[src/rtl/amstrad_pkg.sv]
// amstrad_pkg: shared gate-array constants and types for the interrupt generator.
// Holds the GA command decode (mode register select and its interrupt-counter
// reset bit), the default divider/delay values, and the interrupt source enum.
package amstrad_pkg;

  localparam logic [1:0] GA_CMD_MODE     = 2'b10;
  localparam int         GA_INTRST_BIT   = 4;
  localparam int         GA_LINE_DIV_DEF = 52;
  localparam int         GA_VS_DELAY_DEF = 2;

  typedef enum logic {
    SRC_PERIODIC = 1'b0,
    SRC_RASTER   = 1'b1
  } int_src_e;

endpackage

[src/rtl/amstrad_ga_irq_gen_if.sv]
// amstrad_ga_irq_gen_if: bus bundle of the gate-array interrupt generator.
//   CE_SAMPLE        1 MHz sampling strobe, one CLK wide
//   crtc_hs/crtc_vs  CRTC HSYNC / VSYNC
//   WE, D[7:0]       gate-array write strobe and data (port 7Fxx)
//   INTack           Z80 interrupt acknowledge, one CLK wide
//   pri_we, pri_line programmable raster interrupt line write (0 disables)
//   INT              interrupt request level
//   int_src          0 = periodic source, 1 = raster source
//   irq_cnt          interrupt line counter
//   line_cnt         raster line since VSYNC
// master drives the stimulus side, slave is the generator itself.
interface amstrad_ga_irq_gen_if #(
  parameter int CNT_W  = 6,
  parameter int LINE_W = 9
);

  logic              CE_SAMPLE;
  logic              crtc_hs;
  logic              crtc_vs;
  logic              WE;
  logic [7:0]        D;
  logic              INTack;
  logic              pri_we;
  logic [LINE_W-1:0] pri_line;
  logic              INT;
  logic              int_src;
  logic [CNT_W-1:0]  irq_cnt;
  logic [LINE_W-1:0] line_cnt;

  modport master (
    output CE_SAMPLE, crtc_hs, crtc_vs, WE, D, INTack, pri_we, pri_line,
    input  INT, int_src, irq_cnt, line_cnt
  );

  modport slave (
    input  CE_SAMPLE, crtc_hs, crtc_vs, WE, D, INTack, pri_we, pri_line,
    output INT, int_src, irq_cnt, line_cnt
  );

endinterface

[src/rtl/amstrad_sync_edge.sv]
// amstrad_sync_edge: CE-gated HSYNC/VSYNC sampler producing edge pulses.
//   CLK, RESET_N        clock, synchronous active-low reset
//   CE_SAMPLE           sampling strobe; edges are only seen on these cycles
//   crtc_hs, crtc_vs    raw CRTC syncs
//   hs_fall, vs_rise    one-CLK edge pulses, valid in the CE_SAMPLE cycle
module amstrad_sync_edge (
  input  logic CLK,
  input  logic RESET_N,
  input  logic CE_SAMPLE,
  input  logic crtc_hs,
  input  logic crtc_vs,
  output logic hs_fall,
  output logic vs_rise
);

  logic old_hs, old_vs;

  always_ff @(posedge CLK)
    if (!RESET_N) begin
      old_hs <= 1'b0;
      old_vs <= 1'b0;
    end else if (CE_SAMPLE) begin
      old_hs <= crtc_hs;
      old_vs <= crtc_vs;
    end

  // Compare the live sync against the previous sample so the edge is
  // reported in the same cycle that samples it.
  assign hs_fall = CE_SAMPLE & old_hs & ~crtc_hs;
  assign vs_rise = CE_SAMPLE & ~old_vs & crtc_vs;

endmodule

[src/rtl/amstrad_ga_irq_gen.sv]
// amstrad_ga_irq_gen: gate-array interrupt generator (HSYNC divider with
// VSYNC resync, Z80 acknowledge and GA counter-reset write).
//   CLK, RESET_N  clock, synchronous active-low reset
//   bus           amstrad_ga_irq_gen_if.slave (syncs, GA write, ack, PRI,
//                 INT / int_src / irq_cnt / line_cnt)
// Build option GA_PRI_EN adds the Plus-style programmable raster interrupt;
// without it the PRI inputs are ignored, line_cnt and int_src read 0.
module amstrad_ga_irq_gen
  import amstrad_pkg::*;
#(
  parameter int LINE_DIV  = GA_LINE_DIV_DEF,
  parameter int CNT_W     = 6,
  parameter int GUARD_BIT = 5,
  parameter int VS_DELAY  = GA_VS_DELAY_DEF,
  parameter int LINE_W    = 9
) (
  input logic CLK,
  input logic RESET_N,
  amstrad_ga_irq_gen_if.slave bus
);

  localparam logic [CNT_W-1:0] WRAP_AT    = CNT_W'(LINE_DIV - 1);
  localparam logic [CNT_W-1:0] GUARD_MASK = CNT_W'(1) << GUARD_BIT;

  logic                hs_fall, vs_rise;
  logic [CNT_W-1:0]    irq_cnt, cnt_step, cnt_nxt;
  logic [VS_DELAY-1:0] dly, dly_nxt;
  logic                per_pend, per_nxt, per_set;
  logic                ras_pend, ras_nxt, ras_set;
  logic                wrap, resync, cnt_rst, pri_on;
  logic [LINE_W-1:0]   line_cnt, line_nxt, pri_reg, pri_nxt;
  logic                unused_d;

  amstrad_sync_edge u_sync (
    .CLK      (CLK),
    .RESET_N  (RESET_N),
    .CE_SAMPLE(bus.CE_SAMPLE),
    .crtc_hs  (bus.crtc_hs),
    .crtc_vs  (bus.crtc_vs),
    .hs_fall  (hs_fall),
    .vs_rise  (vs_rise)
  );

`ifdef GA_PRI_EN
  assign pri_on   = |pri_reg;
  assign ras_set  = hs_fall & pri_on & (line_cnt == pri_reg);
  assign line_nxt = vs_rise ? '0 : (hs_fall & ~&line_cnt) ? line_cnt + 1'b1 : line_cnt;
  assign pri_nxt  = bus.pri_we ? bus.pri_line : pri_reg;
`else
  logic unused_pri;
  assign pri_on     = 1'b0;
  assign ras_set    = 1'b0;
  assign line_nxt   = '0;
  assign pri_nxt    = '0;
  assign unused_pri = ^{bus.pri_we, bus.pri_line, pri_reg};
`endif

  assign unused_d = ^{bus.D[5], bus.D[3:0]};

  always_comb begin
    wrap     = hs_fall & (irq_cnt == WRAP_AT);
    // Delay register MSB set means this HSYNC is the VS_DELAY-th since VSYNC.
    resync   = hs_fall & dly[VS_DELAY-1];
    cnt_rst  = bus.WE & (bus.D[7:6] == GA_CMD_MODE) & bus.D[GA_INTRST_BIT];
    // Resync only fires if the guard bit shows the line was late in the period.
    per_set  = (wrap | (resync & irq_cnt[GUARD_BIT])) & ~pri_on;
    cnt_step = (wrap | resync) ? '0 : hs_fall ? irq_cnt + 1'b1 : irq_cnt;
    cnt_nxt  = cnt_rst ? '0 : bus.INTack ? (cnt_step & ~GUARD_MASK) : cnt_step;
    dly_nxt  = vs_rise ? VS_DELAY'(1) : hs_fall ? (dly << 1) : dly;
    // The raster source is reported first, so an ack retires it before periodic.
    ras_nxt  = (ras_pend | ras_set) & ~bus.INTack;
    per_nxt  = ~cnt_rst & (per_pend | per_set) & ~(bus.INTack & ~(ras_pend | ras_set));
  end

  always_ff @(posedge CLK)
    if (!RESET_N) begin
      irq_cnt  <= '0;
      dly      <= '0;
      per_pend <= 1'b0;
      ras_pend <= 1'b0;
      line_cnt <= '0;
      pri_reg  <= '0;
    end else begin
      irq_cnt  <= cnt_nxt;
      dly      <= dly_nxt;
      per_pend <= per_nxt;
      ras_pend <= ras_nxt;
      line_cnt <= line_nxt;
      pri_reg  <= pri_nxt;
    end

  assign bus.INT      = per_pend | ras_pend;
  assign bus.int_src  = ras_pend ? SRC_RASTER : SRC_PERIODIC;
  assign bus.irq_cnt  = irq_cnt;
  assign bus.line_cnt = line_cnt;

endmodule
[src/flat_wrapper.sv]
// flat-port wrapper written by rule: the top's interface ports become plain ports
module amstrad_ga_irq_gen_flat import amstrad_pkg::*;
#(
  parameter int LINE_DIV  = GA_LINE_DIV_DEF,
  parameter int CNT_W     = 6,
  parameter int GUARD_BIT = 5,
  parameter int VS_DELAY  = GA_VS_DELAY_DEF,
  parameter int LINE_W    = 9
)
  (CLK, RESET_N, bus_CE_SAMPLE, bus_crtc_hs, bus_crtc_vs, bus_WE, bus_D, bus_INTack, bus_pri_we, bus_pri_line, bus_INT, bus_int_src, bus_irq_cnt, bus_line_cnt);
  amstrad_ga_irq_gen_if #(.CNT_W(CNT_W), .LINE_W(LINE_W)) bus_i ();
  input logic CLK;
  input logic RESET_N;
  input wire logic [$bits(bus_i.CE_SAMPLE)-1:0] bus_CE_SAMPLE;
  input wire logic [$bits(bus_i.crtc_hs)-1:0] bus_crtc_hs;
  input wire logic [$bits(bus_i.crtc_vs)-1:0] bus_crtc_vs;
  input wire logic [$bits(bus_i.WE)-1:0] bus_WE;
  input wire logic [$bits(bus_i.D)-1:0] bus_D;
  input wire logic [$bits(bus_i.INTack)-1:0] bus_INTack;
  input wire logic [$bits(bus_i.pri_we)-1:0] bus_pri_we;
  input wire logic [$bits(bus_i.pri_line)-1:0] bus_pri_line;
  output wire logic [$bits(bus_i.INT)-1:0] bus_INT;
  output wire logic [$bits(bus_i.int_src)-1:0] bus_int_src;
  output wire logic [$bits(bus_i.irq_cnt)-1:0] bus_irq_cnt;
  output wire logic [$bits(bus_i.line_cnt)-1:0] bus_line_cnt;
  assign bus_i.CE_SAMPLE = bus_CE_SAMPLE;
  assign bus_i.crtc_hs = bus_crtc_hs;
  assign bus_i.crtc_vs = bus_crtc_vs;
  assign bus_i.WE = bus_WE;
  assign bus_i.D = bus_D;
  assign bus_i.INTack = bus_INTack;
  assign bus_i.pri_we = bus_pri_we;
  assign bus_i.pri_line = bus_pri_line;
  assign bus_INT = bus_i.INT;
  assign bus_int_src = bus_i.int_src;
  assign bus_irq_cnt = bus_i.irq_cnt;
  assign bus_line_cnt = bus_i.line_cnt;
  amstrad_ga_irq_gen #(.LINE_DIV(LINE_DIV), .CNT_W(CNT_W), .GUARD_BIT(GUARD_BIT), .VS_DELAY(VS_DELAY), .LINE_W(LINE_W)) u_core (.CLK(CLK), .RESET_N(RESET_N), .bus(bus_i));
endmodule
[config.mk]
export PLATFORM = sky130hd
export DESIGN_NAME = amstrad_ga_irq_gen_flat
export DESIGN_NICKNAME = d
export VERILOG_FILES = /design/src/rtl/amstrad_pkg.sv /design/src/rtl/amstrad_ga_irq_gen_if.sv /design/src/rtl/amstrad_sync_edge.sv /design/src/rtl/amstrad_ga_irq_gen.sv /design/src/flat_wrapper.sv
export SDC_FILE = /design/constraint.sdc
export NUM_CORES = 1
export LEC_CHECK = 0
export CAP_MARGIN = 5
export CORE_ASPECT_RATIO = 0.8
export CORE_MARGIN = 4
export CORE_UTILIZATION = 36
export CTS_CLUSTER_DIAMETER = 50
export CTS_CLUSTER_SIZE = 8
export DETAILED_ROUTE_END_ITERATION = 7
export PLACE_DENSITY_LB_ADDON = 0.3
export SYNTH_ARGS = -nofsm -noshare
export SYNTH_HDL_FRONTEND = slang
export SYNTH_HIERARCHICAL = 1
export SYNTH_SLANG_ARGS = --single-unit
[constraint.sdc]
create_clock -name CLK -period 2.36 [get_ports CLK]
set_clock_uncertainty 0.05 [all_clocks]
set_input_delay 0.59 -clock CLK [delete_from_list [all_inputs] [get_ports CLK]]
set_output_delay 0.59 -clock CLK [all_outputs]
set_load 0.05 [all_outputs]
### Word level (Yosys, flattened, before mapping)

Index checks and enable logic that the tools add are counted.

* bits in registers: 12
* bits of input ports: 25
* output and inout port bits: 17
* logic and storage cells: 44

* $add $sub $neg: 1
* eq/ne operators: 2
* muxes and demuxes: 5
* bitwise logic cells: 24
* reduce and logical (&&, ||, !) cells: 4

Operator list (number)
* bitwise AND 1 bit: 13
* two-way mux 5 bit: 2
* NOT 1 bit: 7
* adder 6 x 1 -> 6 bit, second input constant: 1
* equality test 6 bit, second input constant: 1
* bitwise OR 1 bit: 4
* OR reduction 2 bit: 2
* OR reduction 4 bit: 1
* two-way mux 1 bit: 3
* equality test 2 bit, second input constant: 1
* nonzero test 2 bit: 1

### Depth between registers and ports, before layout

Gate-level depths: netlist of run 1.

* depth in word-level cells: 8
* gate-level depth with buffers: 6
* gate-level depth less buffers: 5

### Modules after synthesis

Netlist of run 1, hierarchy kept.

Modules (own cells, without submodules)
* amstrad_ga_irq_gen: instances 1, cells an instance 55, area each 514.2 um^2, seq. area each 200.2 um^2
* amstrad_sync_edge: instances 1, cells an instance 10, area each 85.1 um^2, seq. area each 40.0 um^2

### Worst setup path after synthesis of run 1

Ideal clock, no wire load.

* kind: register to register
* start point: register u_core.irq_cnt[0], in the netlist u_core/bus.irq_cnt[0]
* end point: register u_core.irq_cnt[0], in the netlist u_core/bus.irq_cnt[0]
* setup time: 0.146 ns
* arrival time: 1.677 ns
* data required time: 2.164 ns
* setup slack: 0.487 ns
* stages on the path, launching flop included: 5
* buffers on the path: 0
* clock period less this slack: 1.873 ns
* cells stage by stage: dfxtp_1 ha_1 nand4_1 o31ai_1 nor3_1

* cells in the longest elaborated chain, start to end: 4
* elaborated cells between the ends (all ways): 6
* those cells by class: add/sub: 1; eq/ne: 1; mux: 2; bitwise: 2

Ends and longest elaborated chain
* start: declaration: RTL line amstrad_ga_irq_gen.sv:26 `logic [CNT_W-1:0] irq_cnt, cnt_step, cnt_nxt;`
* start signal: assignment: RTL line amstrad_ga_irq_gen.sv:84 `irq_cnt <= cnt_nxt;`
* branches (longest 3 deep; another with adder 6 x 1 -> 6 bit)
* two-way mux 5 bit *: RTL line amstrad_ga_irq_gen.sv:67 `cnt_step = (wrap | resync) ? '0 : hs_fall ? irq_cnt + 1'b1 : irq_cnt;`

Every way passes the cells marked *.
A chain may end at the register's enable or synchronous reset.

### Worst setup path in the final report of run 1

* start point: register u_core.irq_cnt[2], in the netlist u_core/bus.irq_cnt[2]
* end point: output bus_irq_cnt[2]

RTL lines
* end: declaration: RTL line flat_wrapper.sv:24 `output wire logic [$bits(bus_i.irq_cnt)-1:0] bus_irq_cnt;`

No word-level cell between the ends.

==> results of run 1 <==
[metal layers]
metal  global-route usage [%]  up-vias
met2                     15.4       21
met5                        0        -
met1                     14.9      240
met3                     6.06        0
met4                     6.63        0
li1                         -      253
[metrics by stage]
| stage | cells | utilization, % | total power [uW] | hold slack (ns) | setup WS [ns] |
|---|---|---|---|---|---|
| 6_report | 106 | 53.9 | 397 | 0.424 | 0.120 |
| 5_1_grt | 106 | 53.9 | 418 | 0.445 | 0.0407 |
| 4_1_cts | 106 | 53.6 | 401 | 0.426 | 0.114 |
| 3_5_place_dp | 103 | 52.0 | 279 | 0.416 | -0.116 |
| 3_3_place_gp | 103 | 52.0 | 279 | 0.408 | -0.103 |
| 2_1_floorplan | 73 | - | 269 | 0.399 | 0.487 |
[state kept, by name (all words and copies together), names as in the netlist]
signal and count:
u_core/bus.irq_cnt 6, u_core/u_sync/old_hs 1, u_core/dly 2, u_core/u_sync/old_vs 1, u_core/ras_pend 1, u_core/per_pend 1
[layout make-up]
cell class | count | area (um^2)
repair buffers | 19 | 185
flip-flops and latches | 12 | 240
fillers | 143 | 678
well taps | 21 | 26.3
inverters | 1 | 3.75
clock buffers | 3 | 22.5
multi-input cells | 50 | 315
[cells in the final DEF, fill, tap and decap left out, drive strengths merged, types with 2 or more instances in the layout]
| cell type | count |
|---|---|
| conb | 9 |
| buf | 2 |
| nor2 | 2 |
| nand2 | 5 |
| nand4 | 3 |
| clkdlybuf4s50 | 17 |
| dfxtp | 12 |
| nor3 | 5 |
| mux2i | 3 |
| nor2b | 2 |
| nand3 | 2 |
| clkbuf | 3 |
| xor2 | 3 |
| nor3b | 2 |
| or3 | 2 |
[cell families (layout without fill, tap and decap cells)]
logic type,count (synthesis),count (layout),share of synthesized area [%]
flip-flops,12,12,40.1
buffers and inverters,11,23,13.2
AND/OR/NAND/NOR,26,26,23.6
XOR/XNOR,4,4,5.85
multiplexers,3,3,5.01
other,1,9,0.626
adder cells (fa/ha/maj),1,1,2.09
AO/OA/AOI/OAI,7,7,9.60
[worst register-to-register path, delay by kind of cell (launching register included)]
| kind | cells | cell delay (ns) |
|---|---|---|
| AO/OA/AOI/OAI | 1 | 0.35 |
| AND/OR/NAND/NOR | 4 | 0.78 |
| flip-flops | 1 | 0.34 |
[how the worst max path moves through the flow]
stage,cells past startpoint,to,slack (ns)
after floorplan,4,u_core/bus.irq_cnt[0],0.49
after global placement,6,u_core/bus.irq_cnt[1],-0.10
after detailed placement,6,u_core/bus.irq_cnt[2],-0.12
after CTS,1,bus_irq_cnt[2],0.11
after global routing,1,bus_irq_cnt[2],0.04
final,1,bus_irq_cnt[2],0.12
[report_power, final]
| part | internal, uW | switching [uW] |
|---|---|---|
| clock | 58.9 | 62.8 |
| sequential | 206 | 2.21 |
| combinational | 21.7 | 44.9 |
==> metrics.cfg, run 1 <==
[outcome]
status=finished clean

[route]
vias=514
drc=0
drt_iter0_drc=15
dr_wl_met3_um=100
via_per_inst=4.85
m1WireLength_um=540
dr_wl_met2_um=554
avgRoutedWirePerCell_um=11.3
ant_nets=0
finalWirelength_mm=1.20
highest_layer=met3
first_pass_iters=5

[timing]
period_share_pct=94.9
max_slew_margin_pct=64.2
rsz0062_at_grt=false
maxSlewViolCount=0
max_freq_mhz=446
worstMarginPinSlew_ns=0.534
fin_crit_ns=2.24
setup_viol=0
setup-tns-final_ns=0
finalHoldViolCount=0

[global_route]
antenna_found_initial=0
grt-ovfl-total=0
grt_pass1_vias=444
grt_pass1_wl_mm=1.95
grt_max_degree=9
grt.total_usage_pct=11.7

[critical_path]
crit_buf_inv=1
max_stage_delay_ns=0.86
reg2reg_slack_ns=0.74
cp-startpoint=u_core/bus.irq_cnt[2]
crit_fanout=7
worstPathArrival_ns=1.60
path_delay_family=buffers and inverters
path_class=reg -> out
setup.worst_path.start_class=flop
r2r-start=u_core/u_sync/old_hs
worst_r2r_path_depth=5
r2r-end=u_core/bus.irq_cnt[5]
slowest_stage=clkdlybuf4s50_1
cp-end-kind=primary output
crit_chain=clkdlybuf4s50_1
cp_data_required_time_ns=1.72

[job]
cap_viol_max_count=0

[clocking]
cts_root_buffer=clkbuf_4
cts-buffers-inserted=3
clk_path_buf_depth=2
worstSkewPairLatency_ns=0.26
clk_pin_slew_worst_paths_ns=0.07
postCtsSetupBuffers=0
hold_buffers=0
cts_resized=0
cts_tree=done
cts.sinks=12
cts.htree.levels=1

[synthesis]
yosys.area.top_type=dfxtp_1
synth-seq-area-share_pct=40.1
ys.flop_type=dfxtp_1
ys_seq_elements=12
synth.most_common_cell=dfxtp_1
syn_inst=65
synth-async-reset-ratio_pct=0
synth_cell_types=26
synth-edff-count=0
synth.top_cells.by_area=dfxtp_1 (40%), buf_4 (13%), mux2i_1 (5.0%)
yosysWarnings=6
synth_top_cells_by_count=dfxtp_1 (12), buf_4 (10), nand2_1 (5), nor3_1 (5)
syn_area_um2=599
avgSynthCellArea_um2=9.22
yosys.area.top_type_share_pct=40.1

[min_path]
hp-start=u_core/u_sync/old_vs
hold_end=u_core/u_sync/old_vs
min_path_type=reg -> reg
worstHoldPathCells=2

[layout]
num_antenna_cells=0
area_growth_pct=32.4
layout-drive-gt1-share_pct=9.41
fin_area_um2=793
nets=113

[floorplan]
io_pins=42
start_util_pct=40.7
dieArea_mm2=0.00239
fp.dieW_um=53.6
dieHeight_um=44.5
core_mm2=0.00147
rows=12

[placed_design]
placed_cell_area_um2=766
gp_congestion=0.791
hpwl_um=905
portBuffers=17

[power_and_ir_drop]
power_density_mw_per_mm2=500
p_leak_uw=0.000295
ir_drop_mv=0.182

No activity file was read; power rests on OpenSTA's default activity.
==> inputs of run 2 (changes only) <==
--- a/config.mk
+++ b/config.mk
@@ -9,5 +9,5 @@
 export CORE_ASPECT_RATIO = 0.8
 export CORE_MARGIN = 4
-export CORE_UTILIZATION = 36
+export CORE_UTILIZATION = 33
 export CTS_CLUSTER_DIAMETER = 50
 export CTS_CLUSTER_SIZE = 8
==> constraint.sdc (replaced) <==
create_clock -name CLK -period 2.1 [get_ports CLK]
set_clock_uncertainty 0.05 [all_clocks]
set_input_delay 0.315 -clock CLK [delete_from_list [all_inputs] [get_ports CLK]]
set_output_delay 0.315 -clock CLK [all_outputs]
set_load 0.05 [all_outputs]
==> run 2 against run 1 <==
Against the previous run: count of clock-buffer cells in the layout unchanged; critical path depth up 1; sequential cell count stayed put; power up 13%; critical path type unchanged; critical endpoint is now bus_INT.
==> metrics.cfg, run 2 (synthesized netlist as in run 1, its figures left out) <==
[outcome]
status=finished clean

[placed_design]
gp_congestion=0.739
dp.cells=105
portBuffers=17
hpwl_um=883

[timing]
worstMarginPinSlew_ns=0.787
setup-tns-final_ns=0
rsz0062_at_grt=false
maxSlewViolCount=0
max_freq_mhz=516
finalHoldViolCount=0
setup_viol=0
max_slew_margin_pct=47.1
holdWs_ns=0.424
fin_crit_ns=1.94
period_share_pct=92.3

[route]
via_per_inst=4.63
first_pass_iters=4
avgRoutedWirePerCell_um=10.5
finalWirelength_mm=1.13
drt_iter0_drc=12
drc=0
vias=500
ant_nets=0

[critical_path]
path_class=reg -> out
cp_data_required_time_ns=1.74
crit_fanout=3
max_stage_delay_ns=0.70
worstPathArrival_ns=1.57
crit_chain=or2_2 -> clkdlybuf4s50_1
cp-end-kind=primary output
setup.worst_path.start_class=flop
slowest_stage=clkdlybuf4s50_1

[layout]
post-route-util_pct=47.6
nets=114
layout_common_cells=clkdlybuf4s50_1 (17), dfxtp_1 (12), conb_1 (9)
largestRegisters=u_core/bus.irq_cnt (6), u_core/dly (2)
largest_register_ffs=6
final_cells=108
layout-drive-gt1-share_pct=9.30
final_common_cell=clkdlybuf4s50_1
num_antenna_cells=0
area_growth_pct=33.0
largest_register=u_core/bus.irq_cnt

[global_route]
grt_most_used_layer=met2
antenna_found_initial=0
grt-ovfl-total=0
grt_util_met2_pct=13.9
grt.total_usage_pct=9.50
grt_util_met1_pct=10.9
grt_pass1_vias=408
grt_max_degree=8
grtUsageMet3_pct=5.32
grt_pass1_wl_mm=1.77

[clocking]
cts-buffers-inserted=3
cts_root_buffer=clkbuf_4
postCtsSetupBuffers=0
cts_tree=done
clk_pin_slew_worst_paths_ns=0.07
cts.sinks=12
worstSkewPairLatency_ns=0.27
hold_buffers=0
cts_resized=0
clk_path_buf_depth=2
cts.htree.levels=1

[job]
cap_viol_max_count=0

[floorplan]
fp.dieW_um=55.6
dieArea_mm2=0.00257
core_mm2=0.00168
dieHeight_um=46.1
io_pins=42
start_util_pct=35.8
rows=13

[power_and_ir_drop]
power_density_mw_per_mm2=562
ir_drop_mv=0.291
p_leak_uw=0.000296

[min_path]
min_path_type=reg -> reg

==> run 2: cell count changes in the layout (fill, tap and decap cells not counted), sizes merged <==
cell,change
buf,+1
==> run 2: worst paths after layout <==
| kind | endpoint | startpoint | slack (ns) | cells past startpoint |
|---|---|---|---|---|
| min reg2reg | u_core/u_sync/old_vs | u_core/u_sync/old_vs | 0.42 | 2 |
| max reg2reg | u_core/bus.irq_cnt[2] | u_core/bus.irq_cnt[0] | 0.35 | 4 |
| max | bus_INT | u_core/ras_pend | 0.16 | 2 |
| min | u_core/u_sync/old_vs | u_core/u_sync/old_vs | 0.42 | 2 |
==> run 2: final cells by class <==
class | instances | area (um^2)
flip-flops and latches | 12 | 240
multi-input cells | 50 | 310
inverters | 1 | 3.75
fillers | 163 | 878
repair buffers | 20 | 193
clock buffers | 3 | 22.5
well taps | 22 | 27.5
==> run 2: stage by stage <==
stage / worst slack, ns / area [um^2] / power, uW
2_1_floorplan: 0.227 / 629 / 303
4_1_cts: 0.144 / 797 / 458
3_5_place_dp: -0.0700 / 774 / 315
3_3_place_gp: -0.0812 / 774 / 314
5_1_grt: 0.0920 / 797 / 474
6_report: 0.162 / 797 / 448
==> run 2: layer usage <==
metal	vias to the layer above	routed length (um)
met5	-	0
met4	0	25
met3	4	141
met2	29	461
met1	211	506
li1	256	-
==> run 2: power by group <==
| group | internal, uW | total, uW | switching (uW) |
|---|---|---|---|
| Combinational | 24.9 | 75.3 | 50.4 |
| Clock | 66.5 | 138 | 71.7 |
| Sequential | 232 | 234 | 2.64 |
==> run 2: worst max-delay path: cells and delay by family (launching register included) <==
family / cells / cell delay [ns]
buf+inv: 1 / 0.70
simple gates: 1 / 0.28
flops: 1 / 0.32
